$ cat src/rtl/mult_unit.sv
// mult_unit -- iterative radix-2 shift-add multiplier for MULT/MULTU, writes HI/LO.
// Latency: WIDTH+1 cycles from the accepting clk edge to the HI/LO update; fixed, no early exit.
// Backpressure: none; a start is accepted only in IDLE, and a start seen while BUSY/DONE is dropped.
//
// Ports:
//   clk          rising-edge system clock
//   reset        asynchronous, active-high; aborts any multiply, clears HI/LO
//   start_multD  MULT/MULTU decoded in D; operands are captured on this edge when idle
//   signed_opD   1 = MULT (signed), 0 = MULTU; only honoured when MULT_SIGNED_EN is defined
//   srcAD/srcBD  multiplicand / multiplier from the D-stage forwarding muxes
//   mult_active  high for all WIDTH cycles of the iteration (hazard unit stalls F/D on it)
//   mult_done    one-cycle pulse; HI/LO take the new product on the clk edge that ends it
//   hi/lo        upper / lower halves of the 2*WIDTH-bit product
//
// Build option: define MULT_SIGNED_EN to support signed MULT (magnitude multiply plus
// a final two's-complement negation). Without it every multiply is unsigned.

module mult_unit #(
  parameter int WIDTH = 32
) (
  input  logic             clk,
  input  logic             reset,
  input  logic             start_multD,
  input  logic             signed_opD,
  input  logic [WIDTH-1:0] srcAD,
  input  logic [WIDTH-1:0] srcBD,
  output logic             mult_active,
  output logic             mult_done,
  output logic [WIDTH-1:0] hi,
  output logic [WIDTH-1:0] lo
);

  localparam int CW = (WIDTH > 1) ? $clog2(WIDTH) : 1;

  localparam logic [1:0] S_IDLE = 2'd0;
  localparam logic [1:0] S_BUSY = 2'd1;
  localparam logic [1:0] S_DONE = 2'd2;

  logic [1:0]         r_state;
  logic [2*WIDTH-1:0] r_mcand;   // multiplicand, shifted left once per step
  logic [WIDTH-1:0]   r_mplier;  // multiplier, shifted right once per step
  logic [2*WIDTH-1:0] r_acc;     // partial product
  logic [CW-1:0]      r_count;   // steps remaining after the current one
  logic               r_sign;    // negate the magnitude product in DONE
  logic [WIDTH-1:0]   r_hi;
  logic [WIDTH-1:0]   r_lo;

  logic [WIDTH-1:0]   w_op_a;
  logic [WIDTH-1:0]   w_op_b;
  logic               w_sign;
  logic [2*WIDTH-1:0] w_sum;
  logic [2*WIDTH-1:0] w_product;

  // ---------------------------------------------------------------------------
  // Operand conditioning at capture time.
  // ---------------------------------------------------------------------------
`ifdef MULT_SIGNED_EN
  logic w_neg_a;
  logic w_neg_b;

  assign w_neg_a = signed_opD & srcAD[WIDTH-1];
  assign w_neg_b = signed_opD & srcBD[WIDTH-1];

  // Unary minus of the most-negative value yields 2^(WIDTH-1), which is exactly
  // the right magnitude once the datapath treats it as unsigned.
  assign w_op_a = w_neg_a ? -srcAD : srcAD;
  assign w_op_b = w_neg_b ? -srcBD : srcBD;
  assign w_sign = w_neg_a ^ w_neg_b;

  assign w_product = r_sign ? -r_acc : r_acc;
`else
  logic w_unused_signed_op;

  assign w_unused_signed_op = signed_opD;
  assign w_op_a    = srcAD;
  assign w_op_b    = srcBD;
  assign w_sign    = 1'b0;
  assign w_product = r_acc;
`endif

  // Accumulate at full product width; a carry past bit 2*WIDTH-1 cannot arise
  // for a magnitude product, so it is simply dropped.
  assign w_sum = r_acc + r_mcand;

  // ---------------------------------------------------------------------------
  // Control FSM and datapath.
  // ---------------------------------------------------------------------------
  always_ff @(posedge clk or posedge reset) begin
    if (reset) begin
      r_state  <= S_IDLE;
      r_mcand  <= '0;
      r_mplier <= '0;
      r_acc    <= '0;
      r_count  <= '0;
      r_sign   <= 1'b0;
      r_hi     <= '0;
      r_lo     <= '0;
    end else begin
      case (r_state)
        S_IDLE: begin
          if (start_multD) begin
            r_mcand  <= {{WIDTH{1'b0}}, w_op_a};
            r_mplier <= w_op_b;
            r_acc    <= '0;
            r_count  <= CW'(WIDTH - 1);
            r_sign   <= w_sign;
            r_state  <= S_BUSY;
          end
        end

        S_BUSY: begin
          if (r_mplier[0]) begin
            r_acc <= w_sum;
          end
          r_mcand  <= {r_mcand[2*WIDTH-2:0], 1'b0};
          r_mplier <= {1'b0, r_mplier[WIDTH-1:1]};
          // The step taken with r_count==0 is the last of WIDTH steps.
          if (r_count == '0) begin
            r_state <= S_DONE;
          end else begin
            r_count <= r_count - CW'(1);
          end
        end

        S_DONE: begin
          // A start arriving here is deliberately dropped: only IDLE accepts.
          {r_hi, r_lo} <= w_product;
          r_state      <= S_IDLE;
        end

        default: begin
          r_state <= S_IDLE;
        end
      endcase
    end
  end

  // State decodes are glitch-free register outputs and fall to zero the moment
  // reset asserts, so an abort never emits a done pulse.
  assign mult_active = (r_state == S_BUSY);
  assign mult_done   = (r_state == S_DONE);
  assign hi          = r_hi;
  assign lo          = r_lo;

endmodule
$ cat config.mk
export PLATFORM = sky130hd
export DESIGN_NAME = mult_unit
export DESIGN_NICKNAME = d
export VERILOG_FILES = /design/src/rtl/mult_unit.sv
export SDC_FILE = /design/constraint.sdc
export NUM_CORES = 1
export LEC_CHECK = 0
export CORE_AREA = 10 10 180 182
export CTS_CLUSTER_DIAMETER = 30
export DETAILED_ROUTE_END_ITERATION = 8
export DIE_AREA = 0 0 190 192
export HOLD_SLACK_MARGIN = 0.12
export MAX_ROUTING_LAYER = met4
export PLACE_DENSITY = 0.7
export SKIP_LAST_GASP = 1
export SLEW_MARGIN = 20
export SYNTH_ARGS = -nofsm -noshare
export SYNTH_HDL_FRONTEND = slang
export SYNTH_SLANG_ARGS = --single-unit
export TNS_END_PERCENT = 1
$ cat constraint.sdc
create_clock -name clk -period 11 [get_ports clk]
set_input_delay 2.2 -clock clk [delete_from_list [all_inputs] [get_ports clk]]
set_output_delay 2.2 -clock clk [all_outputs]
set_load 0.01 [all_outputs]
# --- Word-level counts from Yosys, hierarchy flattened ---
# Cells that the tools add are included.
totals:
  elab_cells: 35
  ff_bits: 231
  out_inout_bits: 66
  inputBits: 68
op_classes:
  reduce_logical: 7
  n_mux: 13
  n_addsub: 2
  eq_ne: 6
ops:
  columns: ["operator", "count"]
  rows:
  - ["case mux 64 bit (2 select lines)", 2]
  - ["two-way mux 64 bit", 3]
  - ["adder 64 bit", 1]
  - ["case mux 32 bit (2 select lines)", 1]
  - ["two-way mux 32 bit", 1]
  - ["two-way mux 5 bit", 2]
  - ["case mux 5 bit (2 select lines)", 1]
  - ["AND reduction 3 bit", 2]
  - ["zero test 5 bit", 1]
  - ["subtractor 5 x 1 -> 5 bit (second input constant)", 1]
  - ["two-way mux 2 bit", 2]
  - ["inequality test 2 x 1 -> 1 bit (second input constant)", 2]
  - ["inequality test 2 bit (second input constant)", 2]
  - ["case mux 2 bit (2 select lines)", 1]
  - ["AND reduction 2 bit", 2]
  - ["equality test 2 x 1 -> 1 bit (second input constant)", 1]
  - ["equality test 2 bit (second input constant)", 1]
  - ["zero test 2 bit", 1]
  - ["nonzero test 2 bit", 1]

# --- Depth between registers and ports, before layout ---
# Gate-level depths: netlist of run 1.
logic_depth:
  ltp_word: 3
  depth_mapped: 13
  depth_no_buf: 13

# --- Worst setup path after synthesis of run 1 ---
# Ideal clock, no wire load.
synth_timing:
  path_type: "register -> output"
  from: "reg r_state[1]"
  to: "out mult_active"
  setup_slack_ps: 7476
  arrival_ps: 1324
  n_path_buf: 3
  path_stages_with_launch: 6
  required_time_ps: 8800
  path_cell_list: "dfrtp_1 nand2b_1 clkbuf_1 inv_1 clkbuf_1 clkbuf_1"
synth_via:
  elab_chain_len: 1
synth_rtl:
  columns: ["element", "line", "source"]
  rows:
  - ["start, declared", "39", "logic [1:0] r_state;"]
  - ["start signal, assigned", "90", "r_state <= S_IDLE;"]
  - ["start signal, assigned", "107", "r_state <= S_BUSY;"]
  - ["start signal, assigned", "119", "r_state <= S_DONE;"]
  - ["equality test 2 x 1 -> 1 bit", "140", "assign mult_active = (r_state == S_BUSY);"]
  - ["end, declared", "27", "output logic mult_active,"]
# Every way passes these cells.

# --- Worst setup path in the final report of run 1 ---
# Ends and elaborated chain as after synthesis.

==> results of run 1 <==
cell type report:
class	instances	area share (%)
Tap cell	384	2.98
Multi-Input combinational cell	1067	40.5
Clock inverter	27	2.33
Sequential cell	231	35.9
Timing Repair Buffer	142	8.70
Inverter	27	0.676
Clock buffer	67	8.85
Antenna cell	1	0.0155
stage by stage:
step	power (mW)	hold WS, ns	setup slack [ns]	instances	cell area, µm²
2_1_floorplan	3.39	0.463	2.47	1411	12800
3_3_place_gp	3.90	0.485	6.72	1851	14300
3_5_place_dp	3.96	0.486	6.66	1851	14300
4_1_cts	5.57	0.504	6.28	1945	16100
5_1_grt	6.01	0.510	6.16	1946	16100
6_report	5.55	0.499	6.30	1946	16100
sequential cells by signal (all words and copies together) (netlist names):
| register | count |
|---|---|
| r_acc | 64 |
| r_mcand | 64 |
| hi | 32 |
| lo | 32 |
| r_mplier | 32 |
| r_count | 5 |
| r_state | 2 |
power by group:
part / leakage, nW / switching (mW) / internal, mW
logic: 3.35 / 1.58 / 1.01
clock network: 0.877 / 0.489 / 1.07
registers: 2.62 / 0.245 / 1.16
total: 6.85 / 2.31 / 3.24
metal layers:
metal / vias to the layer above / GRT usage, %
met5: - / -
met4: 0 / 6.01
li1: 5175 / -
met2: 279 / 29.7
met3: 58 / 4.55
met1: 5080 / 22.7
cells in the mapped netlist (3+ instances only):
cell	instances
mux2_2	63
ha_1	65
nand3_1	14
o31a_1	3
o21ai_0	121
a211o_1	3
a21oi_1	80
clkbuf_1	65
nand2_1	312
o21a_1	11
nor2b_1	4
a21o_1	21
and2_1	3
o31ai_1	5
buf_2	6
nor2_1	97
a22o_1	5
a211oi_1	4
a31oi_1	70
a21boi_0	3
buf_4	9
nor3_1	13
nand4_1	20
xor2_1	24
inv_1	27
nand2b_1	11
o21ai_1	12
and3_1	5
dfrtp_1	231
xnor2_1	36
or3_1	5
o21bai_1	13
o211ai_1	4
layout by cell type (no fill, tap or decap), types with 3 or more instances in the layout:
cell	count
a21oi_1	80
nor2_1	96
bufinv_16	7
xor2_1	24
inv_1	26
mux2_2	63
inv_6	3
clkbuf_16	50
buf_4	9
a21boi_0	3
nand4_1	20
xnor2_1	36
nand2b_1	9
clkbuf_1	6
a31oi_1	70
ha_1	65
o21a_1	11
a21o_1	21
o21ai_0	121
clkdlybuf4s50_1	132
nand3_1	14
dfrtp_1	231
o31ai_1	5
a22o_1	5
o211ai_1	4
and3_1	5
o31a_1	3
or3_1	5
nand2_1	311
clkinvlp_4	4
nor2b_1	4
o21bai_1	13
nor3_1	13
clkinv_2	9
clkbuf_8	11
o21ai_1	12
a211oi_1	4
a211o_1	3
cell families (layout without fill, tap and decap cells):
logic type / after synthesis / count (layout) / synth area share, %
adder cells (fa/ha/maj): 66 / 66 / 6.52
other: 0 / 1 / 0
flip-flops: 231 / 231 / 45.2
multiplexers: 65 / 65 / 5.71
AND/OR/NAND/NOR: 498 / 498 / 16.3
buffers and inverters: 113 / 263 / 3.82
AO/OA/AOI/OAI: 378 / 378 / 18.3
XOR/XNOR: 60 / 60 / 4.11
worst max-delay path, delay by kind of cell, from the launching register on:
kind                   cells  cell delay, ns
buffers and inverters      3            1.18
DFF                        1            0.39
and+or+nand+nor            1            0.33
how the worst max path moves through the flow:
stage                                 end  slack (ns)  cells after the start
floorplan               hi[0]$_DFFE_PP0P_        2.47                      1
global placement    r_acc[33]$_DFFE_PP0P_        6.72                      6
detailed placement  r_acc[53]$_DFFE_PP0P_        6.66                      7
CTS                           mult_active        6.28                      4
global route                  mult_active        6.16                      4
finish                        mult_active        6.30                      4
==> tab_implementation.tex, run 1 <==
\begin{tabular}{lr}
\hline
Metric & Value \\
\hline
\multicolumn{2}{l}{\textbf{Clocking}} \\
Number of buffers added to fix hold violations after cts & 0 \\
Number of setup buffers added after CTS & 0 \\
CTS sink cnt & 231 \\
Max Buffers Root-to-Sink & 3 \\
Root buffer selected by CTS & clkbuf\_16 \\
PostCTS Resize Cnt & 0 \\
Clock-pin slew reported for the worst setup and hold paths after clock tree synthesis & 0.05 ns \\
Worst-Skew Late Latency & 0.56 ns \\
Clock H-tree levels & 2 \\
TritonCTS buffer count & 50 \\
Clock tree from TritonCTS & yes \\
\multicolumn{2}{l}{\textbf{Logic synthesis}} \\
Synth Warn \# & 0 \\
Instance count of the mapped netlist & 1411 \\
Proportion of netlist area held by the largest area contributor & 45.2\% \\
Count of state elements after synthesis & 231 \\
Area contributors post-synth & dfrtp\_1 (45\%), nand2\_1 (9.2\%), ha\_1 (6.4\%), mux2\_2 (5.6\%), o21ai\_0 (4.7\%) \\
Async S/R FF share, synth & 100\% \\
Post-synth top area cell & dfrtp\_1 \\
EDFF count, synth & 0 \\
Sequential area share after synthesis & 45.2\% \\
Number of distinct library cells after synthesis & 69 \\
Top FF cell, synth & dfrtp\_1 \\
Net count after synthesis & 1545 \\
Syn Std Cell Area & 12800 µm² \\
Mean area per synthesized cell & 9.05 µm² \\
\multicolumn{2}{l}{\textbf{STA}} \\
Headroom to the max-slew limit & 36.4\% \\
Slew of the pin with the lowest slew margin & 0.954 ns \\
RSZ-0062 raised after global routing & false \\
Setup TNS & 0 ns \\
Number of setup violations in the final report & 0 \\
Max Clock Freq & 213 MHz \\
Clock period minus final worst setup slack & 4.70 ns \\
Max Transition Viols Final & 0 \\
Post-route clock skew & 0.0259 ns \\
Period utilization & 42.7\% \\
Final hold vios & 0 \\
\multicolumn{2}{l}{\textbf{Floorplan}} \\
Total core area & 28600 µm² \\
Initial core utilization & 44.6\% \\
Die span in x & 190 µm \\
Die area & 36500 µm² \\
Die Height & 192 µm \\
I/O pin total & 134 \\
Standard-cell rows & 62 \\
\multicolumn{2}{l}{\textbf{Detailed routing}} \\
Met3 wire len & 2190 µm \\
Routed len/inst & 17.0 µm \\
Uppermost metal layer occupied by signal nets & met4 \\
Number of iterations in the first detailed-routing pass & 5 \\
Drt first-iter violations & 615 \\
DRC violations left & 0 \\
Routed length on met1 & 14900 µm \\
Vias per cell & 5.44 \\
Number of antenna-violating nets in the routed design & 0 \\
Total length of routed met2 wires & 15300 µm \\
Total Wirelength & 33100 µm \\
Vias after detailed routing & 10.6k \\
\multicolumn{2}{l}{\textbf{Setup path}} \\
Start point of the critical path & r\_state[1]\$\_DFFE\_PP0P\_ \\
Worst R2R Path Depth & 11 \\
Delay contributed by the slowest stage of the critical path & 0.65 ns \\
Data required time at the worst endpoint & 8.80 ns \\
Data arrival, critical path & 2.50 ns \\
Worst reg2reg path endpoint & r\_acc[55]\$\_DFFE\_PP0P\_ \\
Reg2reg start & r\_mcand[4]\$\_DFFE\_PP0P\_ \\
Worst Setup Start Kind & flop \\
Slowest CP cell & clkdlybuf4s50\_1 \\
Crit Path Max Fanout & 41 \\
Cell-by-cell trace of the critical path & nand2b\_4 > inv\_1 > buf\_4 > clkdlybuf4s50\_1 \\
WS Path Type & flop to output pin \\
Critical Path End Type & output pin \\
Register-to-Register Setup Slack & 7.44 ns \\
\multicolumn{2}{l}{\textbf{Placement}} \\
Post-detail-place hpwl & 22500 µm \\
GP Congestion & 0.931 \\
Number of port buffers & 132 \\
\multicolumn{2}{l}{\textbf{Global route}} \\
Pin count of the biggest net entering global routing & 124 \\
Total congestion overflow & 0 \\
Via count of the first global-routing pass & 10.8k \\
Total routing resource utilization after global routing & 18.6\% \\
Global-route wire length before repair & 54700 µm \\
Number of antenna violations at the first check in global routing & 1 \\
\multicolumn{2}{l}{\textbf{Pwr}} \\
Areal power density over the cells & 345 nW/µm² \\
IR Drop Worst-Case VDD & 0.141 mV \\
Leakage power & 6.85 nW \\
\multicolumn{2}{l}{\textbf{Worst hold path}} \\
Hold Path Class & flop to flop \\
Min-Delay Endpoint & hi[11]\$\_DFFE\_PP0P\_ \\
Min-Delay Startpoint & hi[11]\$\_DFFE\_PP0P\_ \\
Count of cells along the worst hold path & 1 \\
\multicolumn{2}{l}{\textbf{Run status}} \\
Outcome & finished clean \\
\multicolumn{2}{l}{\textbf{Layout}} \\
Fill cells & 2501 \\
Synth-to-Final Area Change & 26.0\% \\
Fraction of layout cells with a size suffix above 1 & 12.0\% \\
Multi-input logic area & 6530 µm² \\
Core utilization of the finished layout & 56.2\% \\
Layout net count & 1653 \\
Area occupied by registers & 5780 µm² \\
\multicolumn{2}{l}{\textbf{Job}} \\
Max cap viols & 0 \\
\hline
\end{tabular}
Note: power is estimated with default switching activity, not from simulation.
==> run 2: changes to the inputs <==
--- a/config.mk
+++ b/config.mk
@@ -11,7 +11,7 @@
 export DIE_AREA = 0 0 190 192
 export HOLD_SLACK_MARGIN = 0.12
 export MAX_ROUTING_LAYER = met4
-export PLACE_DENSITY = 0.7
+export PLACE_DENSITY = 0.73
 export SKIP_LAST_GASP = 1
 export SLEW_MARGIN = 20
 export SYNTH_ARGS = -nofsm -noshare
==> constraint.sdc (replaced) <==
create_clock -name clk -period 4.3 [get_ports clk]
set_input_delay 0.86 -clock clk [delete_from_list [all_inputs] [get_ports clk]]
set_output_delay 0.86 -clock clk [all_outputs]
set_load 0.01 [all_outputs]
==> run 2 against run 1 <==
Against the previous run: sequential share of layout area grew 0.22 points; clock power up 140%; non-clock buffer count unchanged; critical path depth rose by 7; critical endpoint is now r_acc[63]$_DFFE_PP0P_.
==> tab_implementation.tex, run 2 (synthesis results as in run 1) <==
\begin{tabular}{lr}
\hline
Metric & Value \\
\hline
\multicolumn{2}{l}{\textbf{Run status}} \\
Outcome & finished clean \\
\multicolumn{2}{l}{\textbf{Floorplan}} \\
I/O pin total & 134 (unchanged) \\
Die Height & 192 µm (unchanged) \\
Die area & 36500 µm² (unchanged) \\
Initial core utilization & 44.6\% (unchanged) \\
Die span in x & 190 µm (unchanged) \\
Standard-cell rows & 62 (unchanged) \\
Total core area & 28600 µm² (unchanged) \\
\multicolumn{2}{l}{\textbf{STA}} \\
Max Clock Freq & 292 MHz \\
Period utilization & 79.8\% \\
Max Transition Viols Final & 0 (unchanged) \\
Clock period minus final worst setup slack & 3.43 ns \\
Number of setup violations in the final report & 0 (unchanged) \\
Post-route worst setup slack & 0.870 ns (-5.43 ns) \\
Slew of the pin with the lowest slew margin & 1.03 ns (+0.0806 ns) \\
Final hold vios & 0 (unchanged) \\
Headroom to the max-slew limit & 31.0\% (-5.4 points) \\
RSZ-0062 raised after global routing & false \\
Setup TNS & 0 ns (unchanged) \\
Post-route clock skew & 0.0163 ns (-0.00964 ns) \\
\multicolumn{2}{l}{\textbf{Detailed routing}} \\
Drt first-iter violations & 678 (+10\%) \\
Number of iterations in the first detailed-routing pass & 5 (unchanged) \\
DRC violations left & 0 (unchanged) \\
Vias per cell & 5.45 (about the same) \\
Routed len/inst & 16.8 µm (-1.6\%) \\
Total Wirelength & 32500 µm (-1.9\%) \\
Vias after detailed routing & 10.6k (-0.27\%) \\
Number of antenna-violating nets in the routed design & 0 (unchanged) \\
\multicolumn{2}{l}{\textbf{Pwr}} \\
Int Pwr & 8.10 mW (+150\%) \\
IR Drop Worst-Case VDD & 0.377 mV (+170\%) \\
Clock power frac & 27.1\% (-1.0 points) \\
Power consumption & 14.0 mW (+150\%) \\
Part of the total power dissipated in combinational logic & 47.1\% (+0.6 points) \\
Leakage power & 6.78 nW (-0.95\%) \\
Reg power frac & 25.7\% (+0.4 points) \\
Switching pwr & 5.88 mW (+150\%) \\
Switching fraction of total power & 42.0\% (+0.44 points) \\
Areal power density over the cells & 873 nW/µm² (+150\%) \\
\multicolumn{2}{l}{\textbf{Clocking}} \\
PostCTS Resize Cnt & 0 (unchanged) \\
Max Buffers Root-to-Sink & 3 (unchanged) \\
Number of setup buffers added after CTS & 0 (unchanged) \\
Worst-Skew Late Latency & 0.54 ns (-0.02 ns) \\
Clock tree from TritonCTS & yes \\
Clock H-tree levels & 2 (unchanged) \\
Clock-pin slew reported for the worst setup and hold paths after clock tree synthesis & 0.05 ns (about the same) \\
TritonCTS buffer count & 47 (-6.0\%) \\
Number of buffers added to fix hold violations after cts & 0 (unchanged) \\
CTS sink cnt & 231 (unchanged) \\
Root buffer selected by CTS & clkbuf\_16 \\
\multicolumn{2}{l}{\textbf{Setup path}} \\
Slowest CP cell & a31oi\_1 \\
Crit Path Max Fanout & 5 (-88\%) \\
Delay contributed by the slowest stage of the critical path & 0.44 ns (-0.21 ns) \\
Critical Path End Type & flop \\
WS Path Type & flop to flop \\
Data arrival, critical path & 3.86 ns (+1.36 ns) \\
Cell-by-cell trace of the critical path & ha\_1 > a21oi\_1 > o21a\_1 > o31ai\_4 > a21boi\_0 > o21ai\_1 > a31oi\_1 > o21a\_1 > a21oi\_1 > xnor2\_1 > o32ai\_1 \\
Data required time at the worst endpoint & 4.73 ns (-4.07 ns) \\
Worst Setup Start Kind & flop \\
\multicolumn{2}{l}{\textbf{Global route}} \\
GR Util met1 & 22.9\% (+0.20 points) \\
GRT met2 Usage & 29.2\% (-0.52 points) \\
Most Used Layer, Global Route & met2 \\
Via count of the first global-routing pass & 10.8k (-0.62\%) \\
Number of antenna violations at the first check in global routing & 0 (-1) \\
Global-route wire length before repair & 54400 µm (-0.71\%) \\
Total routing resource utilization after global routing & 18.2\% (-0.34 points) \\
Total congestion overflow & 0 (unchanged) \\
Pin count of the biggest net entering global routing & 126 (+1.6\%) \\
Met3 track demand over resource & 3.81\% (-0.74 points) \\
\multicolumn{2}{l}{\textbf{Layout}} \\
Core utilization of the finished layout & 55.9\% (-0.34 points) \\
Leading cell type in the layout, fill and taps excluded & nand2\_1 \\
Most frequent cells in the layout & nand2\_1 (311), dfrtp\_1 (231), clkdlybuf4s50\_1 (132) \\
Leading registers by flop count & r\_acc x64, r\_mcand x64 \\
Antenna diode count & 0 (-1) \\
Layout net count & 1650 (-0.18\%) \\
Fill cells & 2570 (+2.8\%) \\
Synth-to-Final Area Change & 25.3\% \\
Fraction of layout cells with a size suffix above 1 & 11.9\% (-0.15 points) \\
\multicolumn{2}{l}{\textbf{Worst hold path}} \\
Hold Path Class & flop to flop \\
\multicolumn{2}{l}{\textbf{Placement}} \\
Number of port buffers & 132 (unchanged) \\
GP Congestion & 0.949 (+1.9\%) \\
Placement-stage worst setup slack & 0.893 ns (-5.77 ns) \\
Post-detail-place hpwl & 22500 µm (about the same) \\
\multicolumn{2}{l}{\textbf{Job}} \\
Max cap viols & 0 (unchanged) \\
\hline
\end{tabular}
[run 2: cell count changes in the layout (fill, tap and decap cells not counted), moves of 2 or more]
cell        previous run  this run
clkinvlp_4             4         8
clkbuf_8              11         6
clkbuf_1               6         3
buf_12                 0         2
clkinv_4               2         4
clkbuf_16             50        47
[run 2: worst paths after layout]
path                                        start                       to  slack, ns  cells after the start
setup / recovery           r_mcand[4]$_DFFE_PP0P_    r_acc[63]$_DFFE_PP0P_       0.87                     11
hold / removal                 hi[11]$_DFFE_PP0P_       hi[11]$_DFFE_PP0P_       0.50                      1
setup reg to reg           r_mcand[4]$_DFFE_PP0P_    r_acc[63]$_DFFE_PP0P_       0.87                     11
hold reg to reg                hi[11]$_DFFE_PP0P_       hi[11]$_DFFE_PP0P_       0.50                      1
max in group asynchronous                   reset  r_mplier[5]$_DFFE_PP0P_       2.61                      3
min in group asynchronous                   reset  r_mcand[18]$_DFFE_PP0P_       0.69                      2
[run 2: critical path: cells and delay by family (launching register included)]
kind / cells / cell delay (ns)
flops: 1 / 0.39
compound gates: 9 / 2.45
fa+ha+maj: 1 / 0.35
xor+xnor: 1 / 0.14
[run 2: cell type report]
type	instances	area, µm²	area share (%)
timing repair buffer	142	1420	8.88
tap	384	480	3.00
sequential	231	5780	36.1
clock inverter	32	419	2.62
clock buffer	56	1270	7.94
inverter	27	105	0.657
multi-input combinational	1067	6530	40.8
[run 2: routing by layer]
layer  share of wire [%]  routed length [µm]
met1                  46               14800
met2                  47               15100
met3                 5.5                1800
met4                 2.2                 728
met5                   0                   0
[run 2: per-stage QoR]
| stage | hold slack [ns] | instance area [µm²] | instances |
|---|---|---|---|
| 2_1_floorplan | 0.463 | 12800 | 1411 |
| 3_3_place_gp | 0.487 | 14300 | 1851 |
| 3_5_place_dp | 0.492 | 14300 | 1851 |
| 4_1_cts | 0.503 | 16000 | 1939 |
| 5_1_grt | 0.509 | 16000 | 1939 |
| 6_report | 0.500 | 16000 | 1939 |
[run 2: power by group through the flow]
stage                     registers [mW]  logic, mW  clock network [mW]
final                               3.60       6.59                3.79
after global routing                3.70       7.48                3.97
after CTS                           3.60       6.59                3.85
after detailed placement            3.62       6.52                   0
after global placement              3.59       6.38                   0
after floorplan                     3.39       5.28                   0
==> run 3: changes to the inputs <==
--- a/config.mk
+++ b/config.mk
@@ -11,7 +11,7 @@
 export DIE_AREA = 0 0 190 192
 export HOLD_SLACK_MARGIN = 0.12
 export MAX_ROUTING_LAYER = met4
-export PLACE_DENSITY = 0.73
+export PLACE_DENSITY = 0.7
 export SKIP_LAST_GASP = 1
 export SLEW_MARGIN = 20
 export SYNTH_ARGS = -nofsm -noshare
==> constraint.sdc (replaced) <==
create_clock -name clk -period 3.47 [get_ports clk]
set_input_delay 0.694 -clock clk [delete_from_list [all_inputs] [get_ports clk]]
set_output_delay 0.694 -clock clk [all_outputs]
set_load 0.01 [all_outputs]
==> run 3 against run 2 <==
Against the previous run: global-route usage is 0.24 points higher; sequential power is 24% higher; critical path type unchanged; total power is 25% higher; via count hardly changed; first-iteration DRC count is 8.8% lower; count of clock-buffer cells in the layout is 1 lower; highest routed layer unchanged; setup slack worse by 0.72 ns; largest cell class unchanged; fmax is 3.2% higher.
==> tab_implementation.tex, run 3 (synthesis results as in run 1) <==
\begin{tabular}{lr}
\hline
Metric & Value \\
\hline
\multicolumn{2}{l}{\textbf{Setup path}} \\
Data required time at the worst endpoint & 3.91 ns (-0.82 ns) \\
Worst Setup Start Kind & flop \\
Reg2reg start & r\_acc[0]\$\_DFFE\_PP0P\_ \\
Delay contributed by the slowest stage of the critical path & 0.40 ns (-0.04 ns) \\
Critical Path End Type & flop \\
Cell-by-cell trace of the critical path & ha\_1 > inv\_1 > fa\_1 > nor2b\_1 > o21bai\_1 > a31oi\_2 > a31o\_4 > nand3\_2 > a211oi\_4 > o21ai\_1 > a211o\_1 > and3b\_1 > o31ai\_1 \\
Worst reg2reg path endpoint & r\_acc[60]\$\_DFFE\_PP0P\_ \\
Worst R2R Path Depth & 13 (+2) \\
Data arrival, critical path & 3.76 ns (-0.10 ns) \\
Crit Path Max Fanout & 5 (unchanged) \\
WS Path Type & flop to flop \\
Register-to-Register Setup Slack & 0.15 ns (-0.72 ns) \\
Slowest CP cell & fa\_1 \\
\multicolumn{2}{l}{\textbf{Global route}} \\
Number of antenna violations at the first check in global routing & 0 (unchanged) \\
Global-route wire length before repair & 54800 µm (+0.81\%) \\
Via count of the first global-routing pass & 10.9k (+0.78\%) \\
Pin count of the biggest net entering global routing & 88 (-30\%) \\
Total routing resource utilization after global routing & 18.5\% (+0.24 points) \\
Total congestion overflow & 0 (unchanged) \\
\multicolumn{2}{l}{\textbf{Pwr}} \\
Int Pwr & 10.2 mW (+26\%) \\
IR Drop Worst-Case VDD & 0.446 mV (+18\%) \\
Areal power density over the cells & 1080 nW/µm² (+24\%) \\
Switching pwr & 7.28 mW (+24\%) \\
Clock power frac & 27.0\% (about the same) \\
Part of the total power dissipated in combinational logic & 47.5\% (+0.4 points) \\
Switching fraction of total power & 41.7\% (-0.35 points) \\
Reg power frac & 25.5\% (-0.2 points) \\
Power consumption & 17.5 mW (+25\%) \\
Leakage power & 6.83 nW (+0.80\%) \\
\multicolumn{2}{l}{\textbf{Layout}} \\
Most frequent cells in the layout & nand2\_1 (311), dfrtp\_1 (231), clkdlybuf4s50\_1 (132) \\
Core utilization of the finished layout & 56.3\% (+0.37 points) \\
Post-route cell area & 16100 µm² (+0.66\%) \\
Leading cell type in the layout, fill and taps excluded & nand2\_1 \\
Layout net count & 1657 (+0.42\%) \\
Leading registers by flop count & r\_acc x64, r\_mcand x64 \\
Antenna diode count & 0 (unchanged) \\
Fraction of layout cells with a size suffix above 1 & 12.2\% (+0.35 points) \\
Synth-to-Final Area Change & 26.1\% \\
\multicolumn{2}{l}{\textbf{Clocking}} \\
Clock H-tree levels & 2 (unchanged) \\
Max Buffers Root-to-Sink & 3 (unchanged) \\
Clock tree from TritonCTS & yes \\
Root buffer selected by CTS & clkbuf\_16 \\
Number of setup buffers added after CTS & 0 (unchanged) \\
Clock-pin slew reported for the worst setup and hold paths after clock tree synthesis & 0.05 ns (about the same) \\
CTS sink cnt & 231 (unchanged) \\
Worst-Skew Late Latency & 0.53 ns (about the same) \\
TritonCTS buffer count & 46 (-2.1\%) \\
\multicolumn{2}{l}{\textbf{Detailed routing}} \\
Routed len/inst & 16.9 µm (+0.71\%) \\
DRC violations left & 0 (unchanged) \\
Number of antenna-violating nets in the routed design & 0 (unchanged) \\
Total Wirelength & 32800 µm (+0.97\%) \\
Vias after detailed routing & 10.6k (-0.028\%) \\
Number of iterations in the first detailed-routing pass & 5 (unchanged) \\
Drt first-iter violations & 618 (-8.8\%) \\
Vias per cell & 5.43 (-0.29\%) \\
\multicolumn{2}{l}{\textbf{STA}} \\
Final hold vios & 0 (unchanged) \\
Number of setup violations in the final report & 0 (unchanged) \\
RSZ-0062 raised after global routing & true \\
Slew of the pin with the lowest slew margin & 0.896 ns (-0.139 ns) \\
Post-route clock skew & 0.0130 ns (-0.00330 ns) \\
Max Clock Freq & 301 MHz (+3.2\%) \\
Clock period minus final worst setup slack & 3.32 ns (-0.107 ns) \\
Final hold slack & 0.499 ns (-0.000413 ns) \\
Period utilization & 95.8\% (+16 points) \\
Headroom to the max-slew limit & 40.3\% (+9.3 points) \\
Setup TNS & 0 ns (unchanged) \\
Max Transition Viols Final & 0 (unchanged) \\
\multicolumn{2}{l}{\textbf{Floorplan}} \\
Total core area & 28600 µm² (unchanged) \\
Die Height & 192 µm (unchanged) \\
Standard-cell rows & 62 (unchanged) \\
Die area & 36500 µm² (unchanged) \\
Initial core utilization & 44.6\% (unchanged) \\
Die span in x & 190 µm (unchanged) \\
I/O pin total & 134 (unchanged) \\
\multicolumn{2}{l}{\textbf{Worst hold path}} \\
Min-Delay Startpoint & lo[24]\$\_DFFE\_PP0P\_ \\
Min-Delay Endpoint & lo[24]\$\_DFFE\_PP0P\_ \\
Hold Path Class & flop to flop \\
Count of cells along the worst hold path & 1 (unchanged) \\
\multicolumn{2}{l}{\textbf{Placement}} \\
Post-placement cell area & 14400 µm² (+0.59\%) \\
GP Congestion & 0.921 (-2.9\%) \\
Number of port buffers & 132 (unchanged) \\
Post-detail-place hpwl & 23000 µm (+2.0\%) \\
\multicolumn{2}{l}{\textbf{Job}} \\
Max cap viols & 0 (unchanged) \\
\multicolumn{2}{l}{\textbf{Run status}} \\
Outcome & finished clean \\
\hline
\end{tabular}
==> run 3: cell types whose count changed in the layout (fill, tap and decap cells not counted), moves of 2 or more <==
cell | previous run | this run
inv_6 | 4 | 2
buf_4 | 8 | 14
buf_12 | 2 | 4
bufinv_16 | 7 | 9
clkinv_4 | 4 | 6
clkinvlp_4 | 8 | 6
==> run 3: power groups by stage <==
stage	Sequential, mW	Combinational (mW)	Clock [mW]
6_report	4.45	8.29	4.72
5_1_grt	4.57	9.37	4.96
4_1_cts	4.45	8.24	4.81
3_5_place_dp	4.48	8.16	0
3_3_place_gp	4.45	8.02	0
2_1_floorplan	4.21	6.54	0
==> run 3: repair_timing <==
item                       in CTS  in global routing
hold buffers                    0                  0
gates resized for setup         0                  4
setup endpoints to repair       0                  7
==> run 3: per-stage QoR <==
stage	worst slack, ns	cells
final	0.147	1944
after floorplan	-0.246	1411
after detailed placement	0.146	1859
after CTS	0.108	1944
after global routing	-0.137	1944
after global placement	0.176	1859
==> run 3: cell type report <==
cell class                 instances  area, µm²
clock buffer                      55       1240
clock inverter                    30        443
fill                            2512      12500
inverter                          27        105
multi-input combinational       1067       6550
sequential                       231       5780
tap                              384        480
timing repair buffer             150       1510
==> run 3: routing by layer <==
layer / track usage (%) / part of all wire, % / vias to the layer above
li1: - / - / 5164
met1: 23.4 / 46 / 5094
met2: 28.8 / 46 / 248
met3: 4.37 / 6.2 / 54
met4: 5.53 / 2.2 / 0
met5: - / 0 / -
==> run 3: worst max-delay path by stage <==
stage | cells after the start | from | slack [ns] | end
finish | 13 | r_acc[0]$_DFFE_PP0P_ | 0.15 | r_acc[60]$_DFFE_PP0P_
detailed placement | 12 | r_mcand[4]$_DFFE_PP0P_ | 0.15 | r_acc[63]$_DFFE_PP0P_
CTS | 12 | r_mcand[4]$_DFFE_PP0P_ | 0.11 | r_acc[55]$_DFFE_PP0P_
floorplan | 1 | reset | -0.25 | hi[0]$_DFFE_PP0P_
global placement | 12 | r_mcand[4]$_DFFE_PP0P_ | 0.18 | r_acc[55]$_DFFE_PP0P_
global route | 13 | r_acc[0]$_DFFE_PP0P_ | -0.14 | r_acc[60]$_DFFE_PP0P_
==> run 3: worst max-delay path, delay by kind of cell, from the launching register on <==
family                     cells  cell delay [ns]
adders and majority gates      2             0.59
buffers and inverters          1             0.06
DFF                            1             0.37
AOI/OAI and AO/OA              7             1.73
and+or+nand+nor                3             0.48
